$ cat config.mk
export PLATFORM = sky130hd
export DESIGN_NAME = seq_divider
export DESIGN_NICKNAME = d
export VERILOG_FILES = /design/src/rtl/seq_divider.sv
export SDC_FILE = /design/constraint.sdc
export NUM_CORES = 1
export LEC_CHECK = 0
export CAP_MARGIN = 20
export CORE_ASPECT_RATIO = 0.75
export CORE_MARGIN = 2
export CORE_UTILIZATION = 35
export CTS_BUF_LIST = sky130_fd_sc_hd__clkbuf_2
export CTS_CLUSTER_SIZE = 8
export DETAILED_ROUTE_END_ITERATION = 8
export PLACE_DENSITY = 0.58
export SYNTH_ARGS = -nofsm -noshare
export SYNTH_HDL_FRONTEND = slang
export SYNTH_SLANG_ARGS = --single-unit
$ cat constraint.sdc
create_clock -name clk -period 4.1 [get_ports clk]
set_clock_uncertainty 0.15 [all_clocks]
set_input_delay 1.025 -clock clk [delete_from_list [all_inputs] [get_ports clk]]
set_output_delay 1.025 -clock clk [all_outputs]
set_load 0.03 [all_outputs]
$ cat src/rtl/seq_divider.sv
// seq_divider: sequential restoring divider, one quotient bit per clock, start/busy/done handshake; optional DIV_FAST_PATH_EN macro finishes early when dividend < divisor
module seq_divider #(
  parameter int DIVIDEND_W = 8,
  parameter int DIVISOR_W = 4
) (
  input  logic                  clk,
  input  logic                  rst,
  input  logic                  start,
  input  logic [DIVIDEND_W-1:0] dividend,
  input  logic [DIVISOR_W-1:0]  divisor,
  output logic                  busy,
  output logic                  done,
  output logic [DIVIDEND_W-1:0] quotient,
  output logic [DIVISOR_W-1:0]  remainder,
  output logic                  div_by_zero
);
  typedef enum logic [1:0] {IDLE, RUN, FIN, ZERO} state_t;
  localparam int CW = $clog2(DIVIDEND_W + 1);
  state_t state, state_n;
  logic [CW-1:0] cnt;
  logic [DIVISOR_W-1:0] dvs;
  logic [DIVISOR_W:0] pr, pr_sh;
  logic [DIVIDEND_W-1:0] q;
  logic dz, ge, fast, accept, zero_in;
  assign pr_sh = (DIVISOR_W + 1)'({pr, q[DIVIDEND_W-1]});
  assign ge = pr_sh >= {1'b0, dvs};
  assign accept = state == IDLE && start;
  assign zero_in = divisor == '0;
`ifdef DIV_FAST_PATH_EN
  assign fast = !zero_in && dividend < {{(DIVIDEND_W - DIVISOR_W){1'b0}}, divisor};
`else
  assign fast = 1'b0;
`endif
  always_ff @(posedge clk)
    if (rst) state <= IDLE;
    else state <= state_n;
  always_comb begin
    state_n = IDLE;
    busy = 1'b0;
    done = 1'b0;
    state_n = state == IDLE ? (start ? (zero_in ? ZERO : fast ? FIN : RUN) : IDLE)
            : state == RUN ? (cnt == CW'(DIVIDEND_W - 1) ? FIN : RUN) : IDLE;
    busy = state == RUN;
    done = state == FIN || state == ZERO;
  end
  // q doubles as the dividend shift register: dividend bits leave at the MSB while quotient bits enter at the LSB
  always_ff @(posedge clk)
    if (rst) begin
      cnt <= '0;
      dvs <= '0;
      pr <= '0;
      q <= '0;
      dz <= 1'b0;
    end else if (accept) begin
      cnt <= '0;
      dvs <= divisor;
      dz <= zero_in;
      q <= zero_in ? '1 : fast ? '0 : dividend;
      pr <= fast ? {1'b0, dividend[DIVISOR_W-1:0]} : '0;
    end else if (state == RUN) begin
      cnt <= cnt + 1'b1;
      q <= {q[DIVIDEND_W-2:0], ge};
      pr <= ge ? pr_sh - {1'b0, dvs} : pr_sh;
    end
  assign quotient = q;
  assign remainder = DIVISOR_W'(pr);
  assign div_by_zero = dz;
endmodule

==> results of run 1 <==
-- cells in the mapped netlist, drive strengths merged --
cell	instances	share of area, %
a2111oi	1	0.91
a21oi	19	8.7
a22oi	7	4.8
buf	3	1.4
clkbuf	4	1.4
dfxtp	23	42
fa	1	1.8
ha	5	5.7
inv	6	2.0
mux2i	1	0.91
nand2	17	5.8
nand2b	2	1.1
nand3	4	1.8
nand4	4	2.3
nor2	9	3.1
nor2b	1	0.57
nor3	1	0.46
nor3b	1	1.1
nor4	1	1.9
o21ai	10	4.6
o21bai	1	0.68
o32ai	1	0.80
or2	1	0.57
or3	2	1.1
or4	2	1.4
xnor2	1	0.80
xor2	3	2.4
-- worst min-delay path by stage --
stage	cells past startpoint	slack, ns	end	startpoint
5_1_grt	2	0.35	dvs[2]	dvs[2]
3_3_place_gp	2	0.30	div_by_zero	div_by_zero
3_5_place_dp	2	0.31	dvs[0]	dvs[0]
4_1_cts	2	0.33	dvs[2]	dvs[2]
6_report	2	0.33	div_by_zero	div_by_zero
2_1_floorplan	2	0.29	dvs[2]	dvs[2]
-- worst max-delay path: stages (launching register included) --
cell and delay, ns:
dfxtp_1 0.40, nand2b_1 0.31, inv_2 0.31, clkdlybuf4s50_1 0.74
-- sequential cells by signal, indices dropped and copies added (netlist names) --
register,flops
cnt,4
div_by_zero,1
dvs,4
pr,4
quotient,8
state,2
-- where the power goes --
| group | switching (mW) | total (mW) | internal (mW) |
|---|---|---|---|
| Clock | 0.0694 | 0.0952 | 0.0258 |
| Sequential | 0.0109 | 0.247 | 0.237 |
| Combinational | 0.0683 | 0.121 | 0.0526 |
-- cell families after synthesis --
kind of cell | synth area share [%]
and+or+nand+nor | 21.3
DFF | 41.9
xor gates and xnor gates | 3.19
muxes | 0.911
adders and majority gates | 7.52
buffers and inverters | 4.78
AOI/OAI and AO/OA | 20.4
-- routing by layer --
metal	GRT usage, %	part of all wire [%]	vias up	wire (µm)
li1	-	-	519	-
met1	23.1	50	476	1320
met2	25.6	44	29	1160
met3	5.38	5.3	2	140
met4	2.94	0.53	0	14
met5	0	0	-	0
-- layout make-up --
class	instances	area, µm²
clock buffer	4	20.0
fill	284	1520
inverter	6	22.5
tap	38	47.5
multi-input combinational	95	586
sequential	23	460
timing repair buffer	30	298
==> metrics list, run 1 <==
* Global-route wire length before repair: 4450 µm
- Measured along the y axis, the die boundary spans 52.5 µm.
- Crit Reg-Reg Startpoint: quotient[7]
- Number of buffers inserted by post-CTS setup repair: 0
* Design Area, Final: 0.00143 mm²
- Final hold slack: 0.327 ns
* Cell variety after synth: 28
* Post-DR vias/cell: 5.23
* Drt first-iter violations: 26
- Clock-pin slew was measured on the worst setup and hold paths at 0.23 ns.
- Diodes inserted: 0
- Worst R2R Setup Slack: 2.14 ns
- Setup violations remaining at the end of the flow were counted as 0.
- Counting tap cells, the placed design contains a total of 192 instances.
* CTS tree: done
* Crit path required time: 2.92 ns
- The post-route netlist has 5.06% of its cells at a drive strength greater than 1.
- Data arrival, critical path: 2.10 ns
- Worst max-slew margin expressed relative to the limit: 49.5%
- The worst path uses 79.8% of the clock period.
* MaxCap Viol Count: 0
- Slew at the pin closest to its max-slew limit: 0.755 ns
- Grt ovf: 0
- Dividing the detail-routed wire length by the instance count gives 13.4 µm.
* Result of the run: completed
- Worst-case clock buffer depth: 2
- Total Wirelength: 2630 µm
- PD cells: 323 mW/mm²
* Number of cells produced by synthesis: 131
- Overall power consumption after layout is estimated at 464 µW.
* I/O pins: 30
- Synthesized net count: 152
- Effective utilization at floorplan: 37.2%
* Cts-stage hold buffer count: 0
- Leaving out fill and tap cells, the most frequent cell in the layout is clkdlybuf4s50_1.
* Post-cts sizing count: 0
- Clock tree synthesis inserted a total of 3 buffers.
- Sequential cells were found to cover 41.9% of the synthesized design area.
- Row generation in the floorplan step produced 17 rows.
- The first detailed-routing pass ran for 4 iterations.
- FF-to-FF path depth: 5
- In the routed design, unresolved DRC markers number 0.
* Class of the tightest hold or removal check: reg2reg
- Along the worst path, the maximum fanout reaches 17.
- Adding up every negative setup slack in the final design gives 0 ns.
* Cell area after placement: 0.00141 mm²
- The clock period could shrink to 3.27 ns.
- Clock latency on the worst-skew pair: 0.34 ns
- Number of nets in the finished design: 180
- Combined area of all synthesized cells: 0.00110 mm²
- Relative to the synthesized area, the layout overhead comes to 30.5%.
- Port buffering added 29 buffers.
- The final route contains 1026 vias.
* HPWL Detailed: 1940 µm
- Once routing completed, OpenROAD measured the worst setup slack at 0.827 ns.
- Largest net degree at the start of global routing: 18
- Register bit count reported by yosys: 23
* Kind of critical path: reg2out
- Highest attainable clock frequency: 306 MHz
* Post-placement worst setup slack: 1.14 ns
* DRT antenna net count: 0
- During synthesis, Yosys emitted a total of 0 warnings.
* Die W: 68.7 µm
* Hold violation total from the final report: 0
- Clock Sinks: 23
- Clock tree synthesis selected as its root buffer the cell clkbuf_2.
- The worst register-to-register path ends at pr[1].
- The die covers 0.00361 mm².
- Setup repair after global routing left no endpoint under its margin.
- Following the worst setup path forward leads to its endpoint at busy.
* Startpoint Class: flip-flop
- Last weighted congestion value of the routability-driven placer: 0.764
- For this run, the number of standard cells in the final layout without fillers is 196.
* Post-Syn Area per Cell: 8.39 µm²
- VDD sags by at most 0.185 mV.
- Summed over all cells, the static leakage comes to 0.513 nW.
- Antenna violations before repair: 0
- Most used cells in the layout excluding fill and tap cells: clkdlybuf4s50_1, dfxtp_1, a21oi_1, nand2_1, o21ai_0
* Vias in the first global route: 963
- Number of pins exceeding their max-slew limit in the final report: 0
- Clock H-tree levels: 1
* Placeable Area: 0.00296 mm²
* CP endpoint kind: primary output
- Source of the critical timing path: state[1]
- In the global route stage, overall resource usage came out at 16.7%.
- Final core utilization: 48.5%
Note: power is estimated with default switching activity, not from simulation.
==> run 2: changes to the inputs <==
Settings changed: PLACE_DENSITY 0.58 to 0.61.
Clock period 4.1 ns to 2.8 ns, I/O delays scaled along.
==> run 2 against run 1 <==
Against the previous run: routed wire length fell by 0.19%; clock power rose by 45%; global-route usage is 0.076 points higher; first-iteration DRC count increased by 120%; cell area up 1.2%; sequential power increased by 47%; hold slack worse by 0.0071 ns; worst setup slack lost 0.65 ns; count of clock-buffer cells in the layout unchanged; total power grew 47%; largest power group unchanged.
==> metrics list, run 2 (same netlist as run 1, synthesis figures left out) <==
- Clock Sinks: 23
- TritonCTS created 3 clock buffers.
- The internal portion of the total power is 464 µW.
- Largest net degree at the start of global routing: 17
* Crit path required time: 1.95 ns
- Worst-case clock buffer depth: 2
- The tool flagged a number of max-cap violations equal to 0.
* Total Wirelength: 2630 µm
- Total GRT Usage: 16.8%
- Port buffer count: 29
* Worst max-slew margin expressed relative to the limit: 62.7%
- Clock H-tree levels: 1
- The via count of the first global-routing pass was 962.
* Startpoint Class: flip-flop
- Final worst-path cycle share: 93.8%
- The congestion estimate from routability-driven global placement came to 0.734.
- For the pin with the worst max-slew slack, the measured transition is 0.558 ns.
* Grt ovf: 0
- Setup repair after global routing left no endpoint under its margin.
* Hold violation total from the final report: 0
- HPWL Detailed: 1940 µm
- Clock-pin slew was measured on the worst setup and hold paths at 0.22 ns.
* Count of non-filler cells in the finished layout: 198
- Number of pins exceeding their max-slew limit in the final report: 0
- Cell at the root of the clock tree: clkbuf_2
* Minimum period implied by the final worst setup slack: 2.63 ns
- The number of antenna violations at the first check in global routing is 0.
* Highest attainable clock frequency: 381 MHz
- CTS tree: done
- Across the VDD grid, the largest voltage drop is 0.259 mV.
* Final TNS setup: 0 ns
- Placeable Area: 0.00296 mm²
* Number of rows created at floorplan: 17
- The pre-antenna-repair detailed-routing pass consisted of 4 iterations.
- Class of the tightest hold or removal check: reg2reg
* Drt first-iter violations: 57
* Clock latency on the worst-skew pair: 0.33 ns
* Floorplan die area: 0.00361 mm²
- Total of endpoints with negative setup slack in the final report: 0
- After detailed routing, the number of remaining DRC violations is 0.
* Area growth from synthesis to final layout: 32.1%
- Cts-stage hold buffer count: 0
- At the worst endpoint, the arrival time is 1.78 ns.
* Maximum net fanout on the critical path: 10
- Effective utilization at floorplan: 37.2%
- In the routed layout, each cell is associated on average with a via count of 5.08.
- The die is 68.7 µm wide.
- Dividing the detail-routed wire length by the instance count gives 13.3 µm.
- Summed over all nets, the switching power comes to 219 µW.
- At the end of the flow, the number of nets in the layout was 182.
* I/O pins: 30
- Number of buffers inserted by post-CTS setup repair: 0
* PD cells: 471 mW/mm²
- The post-route netlist has 6.88% of its cells at a drive strength greater than 1.
* Share of total power in combinational logic: 26.6%
- Die span in y: 52.5 µm
* CP endpoint kind: primary output
* Crit Reg-Reg Startpoint: quotient[7]
- Net Sw Frac: 32.1%
* Number of flip-flops in the largest register: 8
* Origin of the worst min-delay path: dvs[2]
- In this run the worst setup path begins at state[1].
* Diodes inserted: 0
- Summed over all cells, the static leakage comes to 0.523 nW.
- Kind of critical path: reg2out
* Part of the power in registers: 53.2%
- The library cells used most frequently in the layout, excluding fill and tap cells, are clkdlybuf4s50_1, dfxtp_1, a21oi_1, nand2_1, o21ai_0.
- Across all register-to-register paths, the minimum setup slack is 0.85 ns.
- Cells fill 49.1% of the core in the end.
* Result of the run: completed
* Number of vias in the routed layout: 1005
- Most frequent standard cell in the layout excluding fill and tap cells: clkdlybuf4s50_1
* Global-route wire length before repair: 4500 µm
- The count of nets left with antenna violations once routing finished came out at 0.
* Clock Power Share: 20.2%
* Instance count after placement with tap cells included: 194
[run 2: per-layer routing]
| metal | global-route usage [%] | part of all wire (%) | vias to the layer above | wire, µm |
|---|---|---|---|---|
| li1 | - | - | 521 | - |
| met5 | 0 | 0 | - | 0 |
| met3 | 6.24 | 5.6 | 0 | 146 |
| met1 | 24.5 | 53 | 457 | 1390 |
| met4 | 0.980 | 0 | 0 | 0 |
| met2 | 24.5 | 42 | 27 | 1100 |
[run 2: power by group through the flow]
stage / Clock, mW / Sequential [mW] / Combinational [mW]
after floorplan: 0 / 0.389 / 0.0879
after global placement: 0 / 0.369 / 0.179
after detailed placement: 0 / 0.369 / 0.182
after CTS: 0.143 / 0.363 / 0.182
after global routing: 0.161 / 0.366 / 0.201
final: 0.138 / 0.363 / 0.182
[run 2: path summary, 6_finish.rpt]
check | endpoint | depth (start not counted)
worst min register to register | dvs[2] | 2
worst min-delay path | dvs[2] | 2
worst max-delay path | busy | 3
worst max register to register | pr[0] | 7
[run 2: area by class of cell]
type	count	area, µm²
timing repair buffer	32	313
sequential	23	460
multi-input combinational	95	588
clock buffer	4	20.0
inverter	6	22.5
tap	38	47.5
fill	300	1510
[run 2: what timing repair did]
item / CTS / global route
resized for setup: 0 / 1
setup endpoints to repair: 0 / 1
endpoints found under the hold margin: 0 / 0
[run 2: critical path: stages, from the launching register on]
cell and delay (ns):
dfxtp_1 0.39, nand2b_2 0.29, inv_2 0.10, clkdlybuf4s50_1 0.67
[run 2: metrics by stage]
stage               cell area [µm²]  hold WS, ns  power, mW  setup slack, ns
finish                         1450        0.320      0.683            0.175
global placement               1430        0.294      0.548            0.494
global route                   1450        0.352      0.728           0.0264
CTS                            1450        0.325      0.688           0.0627
floorplan                      1100        0.286      0.477            0.799
detailed placement             1430        0.300      0.551            0.409
